File: config.mk
export PLATFORM = sky130hd
export DESIGN_NAME = serial_adder_seq
export DESIGN_NICKNAME = d
export VERILOG_FILES = /design/src/rtl/serial_adder_seq.sv
export SDC_FILE = /design/constraint.sdc
export NUM_CORES = 1
export LEC_CHECK = 0
export ABC_AREA = 1
export CAP_MARGIN = 20
export CORE_MARGIN = 2
export CORE_UTILIZATION = 45
export DETAILED_ROUTE_END_ITERATION = 8
export MAX_ROUTING_LAYER = met4
export PLACE_DENSITY_LB_ADDON = 0.12
export SYNTH_ARGS = -nofsm -noshare
export SYNTH_HDL_FRONTEND = slang
export SYNTH_SLANG_ARGS = --single-unit
File: constraint.sdc
create_clock -name clk -period 3.55 [get_ports clk]
set_input_delay 0.355 -clock clk [delete_from_list [all_inputs] [get_ports clk]]
set_output_delay 0.355 -clock clk [all_outputs]
set_load 0.01 [all_outputs]
File: src/rtl/serial_adder_seq.sv
// serial_adder_seq
//   Bit-serial ripple adder. Accepts an operand pair over a valid/ready
//   handshake, adds one bit per enabled cycle (LSB first) through a
//   sum/carry cell with a registered carry, then presents the WIDTH-bit
//   sum and carry-out over a second valid/ready handshake.
//
// Ports
//   clk        clock, rising edge
//   rst        synchronous active-high reset
//   ena        tile enable; low freezes all state
//   in_valid   operand pair offered
//   in_ready   block accepts operands (IDLE only)
//   a, b       operands, sampled on accept
//   out_valid  result available (DONE only)
//   out_ready  consumer takes result
//   sum        (a + b) mod 2^WIDTH
//   cout       carry out of bit WIDTH-1
//   busy       high in SHIFT or DONE
module serial_adder_seq #(
  parameter int WIDTH = 8
) (
  input  logic             clk,
  input  logic             rst,
  input  logic             ena,
  input  logic             in_valid,
  output logic             in_ready,
  input  logic [WIDTH-1:0] a,
  input  logic [WIDTH-1:0] b,
  output logic             out_valid,
  input  logic             out_ready,
  output logic [WIDTH-1:0] sum,
  output logic             cout,
  output logic             busy
);

  localparam int CW = $clog2(WIDTH + 1);

  typedef enum logic [1:0] {IDLE, SHIFT, DONE} state_t;

  state_t           state;
  logic [WIDTH-1:0] a_sh;
  logic [WIDTH-1:0] b_sh;
  logic [WIDTH-1:0] sum_sh;
  logic             carry;
  logic [CW-1:0]    cnt;

  // Sum/carry cell: half-adder of the operand bits chained with the
  // registered carry.
  logic hs;
  logic s_bit;
  logic c_next;
  assign hs     = a_sh[0] ^ b_sh[0];
  assign s_bit  = hs ^ carry;
  assign c_next = (a_sh[0] & b_sh[0]) | (carry & hs);

  always_ff @(posedge clk) begin
    if (rst) begin
      state  <= IDLE;
      a_sh   <= '0;
      b_sh   <= '0;
      sum_sh <= '0;
      carry  <= 1'b0;
      cnt    <= '0;
    end else if (ena) begin
      case (state)
        IDLE: begin
          if (in_valid) begin
            a_sh   <= a;
            b_sh   <= b;
            sum_sh <= '0;
            carry  <= 1'b0;
            cnt    <= '0;
            state  <= SHIFT;
          end
        end
        SHIFT: begin
          carry  <= c_next;
          // Sum bits enter at the MSB and drift down, so after WIDTH
          // shifts bit 0 sits at sum_sh[0].
          sum_sh <= {s_bit, sum_sh[WIDTH-1:1]};
          a_sh   <= {1'b0, a_sh[WIDTH-1:1]};
          b_sh   <= {1'b0, b_sh[WIDTH-1:1]};
          cnt    <= cnt + CW'(1);
          if (cnt == CW'(WIDTH - 1)) state <= DONE;
        end
        DONE: begin
          if (out_ready) state <= IDLE;
        end
        default: state <= IDLE;
      endcase
    end
  end

  // Outputs decode straight from registers; no input-to-output path.
  assign in_ready  = (state == IDLE);
  assign out_valid = (state == DONE);
  assign busy      = (state == SHIFT) || (state == DONE);
  assign sum       = sum_sh;
  assign cout      = carry;

endmodule

---- After elaboration in Yosys (flattened, before gate mapping) ----
Index checks and enable logic that the tools add are counted.
word-level totals
  bits in writable memories ............... 0
  bits of input ports ..................... 21
  ROM bits ................................ 0
  logic and storage cells ................. 37
  register bits after elaboration ......... 31
  memories ................................ 0
  latch bits .............................. 0
operators by class
  divide/modulo/power cells ............... 0
  shifts and indexed selects .............. 0
  add/subtract/negate cells ............... 1
  equal/unequal tests ..................... 6
  multiply operators ...................... 0
  bitwise operators ....................... 5
  multiplexer cells ....................... 14
  magnitude comparators ................... 0
  reduce and logical (&&, ||, !) cells .... 5
operators by type and width
  operator                                                                number
  8-bit one-hot mux with 2 select lines                                   3
  8-bit 2-to-1 mux                                                        3
  4-bit one-hot mux with 2 select lines                                   1
  2-bit 2-to-1 mux                                                        3
  2-bit one-hot mux with 3 select lines                                   1
  4-bit by 1-bit adder with 4-bit output (second input constant)          1
  4-bit by 3-bit equality test with 1-bit output (second input constant)  1
  4-bit 2-to-1 mux                                                        1
  2-bit != test (second input constant)                                   2
  4-bit AND reduction                                                     1
  3-bit AND reduction                                                     1
  1-bit bitwise AND                                                       2
  2-bit by 1-bit equality test with 1-bit output (second input constant)  1
  2-bit equality test (second input constant)                             1
  2-bit zero test                                                         1
  2-bit by 1-bit != test with 1-bit output (second input constant)        1
  1-bit one-hot mux with 2 select lines                                   1
  2-bit nonzero test                                                      1
  1-bit bitwise XOR                                                       2
  1-bit logical OR                                                        1
  1-bit 2-to-1 mux                                                        1
  1-bit bitwise OR                                                        1

---- Depth between registers and ports, before layout ----
Gate-level depths: netlist of run 1.
  word-level depth ........................ 4
  mapped depth ............................ 9
  gate-level depth less buffers ........... 8

---- Least setup slack after synthesis of run 1 ----
OpenSTA, ideal clock, no wires.
  kind .................................... register to register
  start ................................... reg state[0]
  end ..................................... reg a_sh[5]
  arrival ................................. 1,337 ps
  cell stages (with the launch flop) ...... 8
  clock period less this slack ............ 1,453 ps
  required time ........................... 3,434 ps
  path buffers ............................ 1
  slack ................................... 2,097 ps
  cell sequence ........................... dfxtp_1 -> inv_1 -> ha_1 -> a21oi_2 -> nand2_4 -> buf_4 -> nor2_1 -> nor2_1
on the way
  cells in the longest elaborated chain, start to end .. 3
  elaborated cells on any way between the ends .. 6
RTL lines
  what                                                                  line  source
  from (decl)                                                           40    state_t state;
  from (signal assigned)                                                58    state <= IDLE;
  from (signal assigned)                                                73    state <= SHIFT;
  from (signal assigned)                                                84    if (cnt == CW'(WIDTH - 1)) state <= DONE;
  2-bit zero test *                                                     n/a
  net in_ready                                                          26    output logic in_ready,
  2-bit != test (no line) / 2-bit nonzero test (equally long branches)  n/a
  3-bit AND reduction (no line)                                         n/a
  to (signal assigned)                                                  81    a_sh <= {1'b0, a_sh[WIDTH-1:1]};
  to (decl)                                                             41    logic [WIDTH-1:0] a_sh;
The timed path passes the listed nets; every way through them passes the cells marked *.
A chain may end at the register's enable or synchronous reset.

---- Final worst setup path of run 1 ----
  start ................................... reg state[1]
  end ..................................... reg sum_sh[1] (netlist: sum[1])
on the way
  cells in the longest elaborated chain, start to end .. 3
  elaborated cells on any way between the ends .. 6
RTL lines
  what                                                                                      line  source
  2-bit by 1-bit equality test with 1-bit output / 2-bit zero test (equally long branches)  65    case (state)
  2-bit nonzero test (no line) / 2-bit != test (equally long branches)                      n/a
  3-bit AND reduction (no line)                                                             n/a
  to (signal assigned)                                                                      80    sum_sh <= {s_bit, sum_sh[WIDTH-1:1]};
  to (decl)                                                                                 43    logic [WIDTH-1:0] sum_sh;
Several ways; a longest one is shown, not always the timed one.

==> results of run 1 <==
[sequential cells by signal, summed over array words and instances (netlist names)]
register  count
a_sh          8
b_sh          8
state         2
sum           8
cout          1
cnt           4
[area by class of cell]
type	instances	area (um^2)
timing repair buffer	32	320
fill	314	1400
multi-input combinational	164	758
clock buffer	8	68.8
tap	46	57.6
sequential	31	621
inverter	17	63.8
[stage by stage]
step	total power, mW	worst slack, ps	hold slack, ps	cells	instance area (um^2)
6_report	0.828	1480	475	298	1890
5_1_grt	0.884	1200	496	298	1890
4_1_cts	0.836	1430	481	298	1890
3_5_place_dp	0.597	1480	464	290	1820
3_3_place_gp	0.598	1550	458	290	1820
2_1_floorplan	0.547	2100	417	221	1510
[layer usage]
layer / track usage, % / up-vias
met5: - / -
li1: - / 746
met2: 26.2 / 33
met4: 6.38 / 0
met3: 6.83 / 5
met1: 25.1 / 589
[kinds of logic after synthesis]
family                   synth area share [%]
buffers and inverters                    8.62
AND/OR/NAND/NOR                          34.0
flip-flops                               41.1
adder cells (fa/ha/maj)                  5.47
AO/OA/AOI/OAI                            10.8
[cell usage after synthesis]
library cell  number  share of area (%)
nand2_1           79                 20
nor2_1            37                9.2
dfxtp_1           31                 41
inv_1             15                3.7
a21oi_1           14                4.6
o21ai_1            9                3.0
o21ai_0            6                2.0
ha_1               5                4.1
nand3_1            5                1.7
buf_6              3                2.2
a21oi_2            2                1.2
buf_2              2               0.66
buf_4              2               0.99
clkbuf_1           2               0.50
inv_2              2               0.50
nor2_4             2                1.5
fa_1               1                1.3
nand2_2            1               0.41
nand2_4            1               0.75
nand4_1            1               0.41
nor2_2             1               0.41
[power by group]
part,total (mW),internal [mW],switching (mW),leakage [nW]
clock,0.239,0.116,0.123,0.0386
sequential,0.394,0.377,0.0164,0.253
combinational,0.195,0.0782,0.117,0.526
total,0.828,0.572,0.256,0.817
[placed cells by master, fill, tap and decap left out, drive strengths merged]
cell and count:
inv 17, clkdlybuf4s50 32, clkbuf 8, o21ai 15, fa 1, a21oi 16, nor2 40, nand4 1
ha 5, dfxtp 31, nand2 81, nand3 5
[final timing paths]
path	to	slack [ps]	depth (start not counted)
worst min-delay path	a_sh[7]	470	2
worst min register to register	a_sh[7]	470	2
worst max register to register	sum[1]	1480	6
worst max-delay path	sum[1]	1480	6
[tightest hold or removal path: cells and delay by family, from the launching register on]
kind / cells / cell delay (ps)
AOI/OAI and AO/OA: 1 / 50
DFF: 1 / 320
and+or+nand+nor: 1 / 60
==> flow_metrics.py, run 1 <==
metrics = {
    "worst_setup_path": {
        "r2r_start": "state[1]",
        "worstSetupStartpoint": "state[1]",
        "crit_path_start_kind": "register",
        "crit_type": "register to register",
        "cp_top_family": "adder cells",
        "crit_arrival_ps": 2330,
        "cp_slowest_cell": "ha_1",
        "critPathMaxStageDelay_ps": 580,
        "critical_path.endpoint_type": "register",
        "crit_fanout": 17,
        "path_buf_inv": 2,
        "critPathRequiredTime_ps": 3810,
        "crit_chain": "inv_1 -> ha_1 -> inv_2 -> nor2_2 -> nand2_1 -> a21oi_1",
    },
    "finish": {
        "area_growth_pct": 25.2,
        "nNetsFinal": 278,
        "drive_gt1_share_pct": 6.35,
        "fin_util_pct": 57.5,
        "antenna_cells": 0,
    },
    "yosys": {
        "synth.avg_cell_area_um2": 6.83,
        "yosys_warnings": 0,
        "ys_types": 21,
        "netlist_area_mm2": 0.00151,
        "synthesis.nets": 248,
        "synthCells": 221,
        "ys_ff_latch": 31,
        "yosysSeqAreaShare_pct": 41.1,
    },
    "worst_hold_path": {
        "min_path_type": "register to register",
        "hold_start": "a_sh[7]",
    },
    "sta": {
        "slew_viol_final": 0,
        "tightest_slew_ps": 647,
        "slew_headroom_pct": 56.8,
        "hold_viol": 0,
        "fin_crit_ps": 2070,
        "rsz0062_at_grt": "no",
        "setup_viol": 0,
        "finClkSkew_ps": 9.09,
        "setup-tns-final_ps": 0,
        "max_freq_mhz": 483,
        "fin_crit_sh_pct": 58.3,
    },
    "detailed_routing": {
        "wl_met3_um": 166,
        "final_antenna_net_count": 0,
        "drc": 0,
        "wl_met1_um": 1480,
        "highest_layer": "met4",
        "drtIter0Drc": 63,
        "drt_wl_total_um": 3060,
        "wl_met2_um": 1370,
        "vias_per_cell": 4.61,
        "wl_per_cell_um": 10.3,
        "dr.pass1.iters": 4,
        "vias": 1373,
    },
    "clock_tree": {
        "cts_buffer_depth": 2,
        "h-tree-depth": 2,
        "cts.sinks": 31,
        "cts_tree": "built",
        "cts_root_buf": "clkbuf_4",
        "clk_latency_ps": 340,
        "clk_pin_slew_ps": 100,
        "ctsResizeCount": 0,
        "post_cts_buffers": 0,
        "hold_buffers": 0,
        "cts_buffers": 5,
    },
    "global_route": {
        "grt_max_degree": 29,
        "antenna_found_initial": 0,
        "grtUsageTotal_pct": 18.8,
        "grt_pass1_wl_um": 5080,
        "first_global_vias": 1142,
        "grt_overflow": 0,
    },
    "power": {
        "p_leak_nw": 0.817,
        "powerDensity_mw_per_mm2": 438,
        "ir_drop_v": 0.000217,
    },
    "die": {
        "initial_core_util_pct": 45.9,
        "dieHeight_um": 61.9,
        "core_mm2": 0.00328,
        "fp-row-count": 21,
        "fp.dieW_um": 61.9,
        "num_io_pins": 33,
        "dieArea_mm2": 0.00383,
    },
    "placed_design": {
        "dp_hpwl_um": 2030,
        "gp_congestion": 0.757,
        "portBuffers": 32,
    },
    "status": {
        "status": "finished, final reports clean",
    },
    "job": {
        "drv_cap": 0,
    },
}
Note: power is estimated with default switching activity, not from simulation.
==> inputs of run 2 (changes only) <==
==> constraint.sdc (replaced) <==
create_clock -name clk -period 1.74 [get_ports clk]
set_input_delay 0.174 -clock clk [delete_from_list [all_inputs] [get_ports clk]]
set_output_delay 0.174 -clock clk [all_outputs]
set_load 0.01 [all_outputs]
==> flow_metrics.py, run 2 (synthesis results as in run 1) <==
metrics = {
    "placed_design": {
        "portBuffers": 32,
        "dp_hpwl_um": 2060,
        "gp_congestion": 0.748,
    },
    "global_route": {
        "met3_usage_pct": 4.35,
        "antenna_found_initial": 0,
        "grt_pass1_wl_um": 4860,
        "grt_use_met1_pct": 23.4,
        "grtUsageTotal_pct": 17.7,
        "grt_max_degree": 29,
        "first_global_vias": 1143,
        "grt_util_met2_pct": 25.9,
        "busiest_layer": "met2",
        "grt_overflow": 0,
    },
    "clock_tree": {
        "hold_buffers": 0,
        "ctsResizeCount": 5,
        "clk_latency_ps": 320,
        "cts_buffers": 5,
        "h-tree-depth": 2,
        "cts_buffer_depth": 2,
        "cts.sinks": 31,
        "cts_root_buf": "clkbuf_4",
        "clk_pin_slew_ps": 90,
        "cts_tree": "built",
        "post_cts_buffers": 0,
    },
    "sta": {
        "max_freq_mhz": 645,
        "slew_viol_final": 0,
        "hold_viol": 0,
        "rsz0062_at_grt": "no",
        "fin_crit_ps": 1550,
        "setup-tns-final_ps": 0,
        "finClkSkew_ps": 3.69,
        "tightest_slew_ps": 519,
        "setup_viol": 0,
        "slew_headroom_pct": 65.3,
        "fin_crit_sh_pct": 89.1,
    },
    "job": {
        "drv_cap": 0,
    },
    "worst_hold_path": {
        "min_path_type": "input pin to register",
    },
    "status": {
        "status": "finished, final reports clean",
    },
    "detailed_routing": {
        "dr.pass1.iters": 4,
        "drc": 0,
        "final_antenna_net_count": 0,
        "wl_per_cell_um": 10.1,
        "vias": 1407,
        "vias_per_cell": 4.66,
        "drtIter0Drc": 77,
        "drt_wl_total_um": 3060,
    },
    "die": {
        "initial_core_util_pct": 45.9,
        "core_mm2": 0.00328,
        "num_io_pins": 33,
        "dieArea_mm2": 0.00383,
        "dieHeight_um": 61.9,
        "fp.dieW_um": 61.9,
        "fp-row-count": 21,
    },
    "finish": {
        "area_growth_pct": 27.2,
        "final_common_cell": "nand2_1",
        "mostFrequentLayoutCells": "nand2_1 (79), nor2_1 (37), dfxtp_1 (29), clkdlybuf4s50_1 (29), inv_1 (15)",
        "n_fill_cell": 323,
        "drive_gt1_share_pct": 8.59,
        "fin_util_pct": 58.4,
        "multi_input_area_um2": 771,
        "antenna_cells": 0,
        "seqCellArea_um2": 623,
        "nNetsFinal": 282,
    },
    "worst_setup_path": {
        "r2r_start": "state[1]",
        "crit_type": "register to register",
        "crit_path_start_kind": "register",
        "rr_endpoint": "sum[6]",
        "crit_end": "sum[6]",
        "crit_arrival_ps": 1820,
        "rr_worst_depth": 6,
        "critical_path.endpoint_type": "register",
        "crit_fanout": 11,
        "critPathRequiredTime_ps": 2000,
        "worstSetupStartpoint": "state[1]",
        "rrSetupSlack_ps": 190,
    },
    "power": {
        "ir_drop_v": 0.000362,
        "p_leak_nw": 0.854,
        "powerDensity_mw_per_mm2": 845,
    },
}
-- run 2: cell count changes in the layout (fill, tap and decap cells not counted) --
cell | previous run | this run
dlymetal6s2s_1 | 0 | 2
dlygate4sd2_1 | 0 | 1
clkbuf_8 | 2 | 0
ha_4 | 0 | 1
clkdlybuf4s50_1 | 32 | 29
ha_1 | 5 | 4
clkinv_2 | 0 | 1
dfxtp_1 | 31 | 29
dfxtp_2 | 0 | 2
buf_4 | 0 | 4
clkbuf_1 | 1 | 2
-- run 2: layout make-up --
| cell class | count | area share, % |
|---|---|---|
| Multi-Input combinational cell | 164 | 40.2 |
| Sequential cell | 31 | 32.5 |
| Timing Repair Buffer | 36 | 18.4 |
| Inverter | 17 | 3.32 |
| Tap cell | 46 | 3.00 |
| Clock buffer | 7 | 2.35 |
| Clock inverter | 1 | 0.261 |
-- run 2: per-stage QoR --
step	instance area (um^2)	instances	total power, mW	worst slack [ps]	hold slack (ps)
floorplan	1510	221	1.12	287	236
global placement	1850	294	1.24	161	454
detailed placement	1850	294	1.24	107	460
CTS	1910	302	1.65	18.1	408
global route	1920	302	1.72	48.4	444
finish	1920	302	1.62	189	419
-- run 2: worst min-delay path by stage --
stage,to,cells after the start,slack (ps),from
6_report,b_sh[7],3,420,b[7]
5_1_grt,a_sh[7],3,440,a[7]
4_1_cts,b_sh[7],3,410,b[7]
3_3_place_gp,sum[0],2,450,sum[0]
2_1_floorplan,cnt[2],1,240,rst
3_5_place_dp,sum[0],2,460,sum[0]
-- run 2: layer usage --
layer | vias up | wire, um
met2 | 28 | 1340
met4 | 0 | 57
met1 | 625 | 1530
met5 | - | 0
li1 | 747 | -
met3 | 7 | 130
-- run 2: power breakdown --
group | switching (mW) | internal [mW] | leakage [nW]
registers | 0.0341 | 0.771 | 0.254
clock network | 0.237 | 0.157 | 0.0293
logic | 0.247 | 0.175 | 0.571
total | 0.518 | 1.10 | 0.854
-- run 2: critical path, stage by stage (launching register included) --
cell and delay, ps:
dfxtp_2 340, inv_1 130, ha_1 300, inv_2 90
nor2_2 380, nand2_1 100, a21oi_1 150
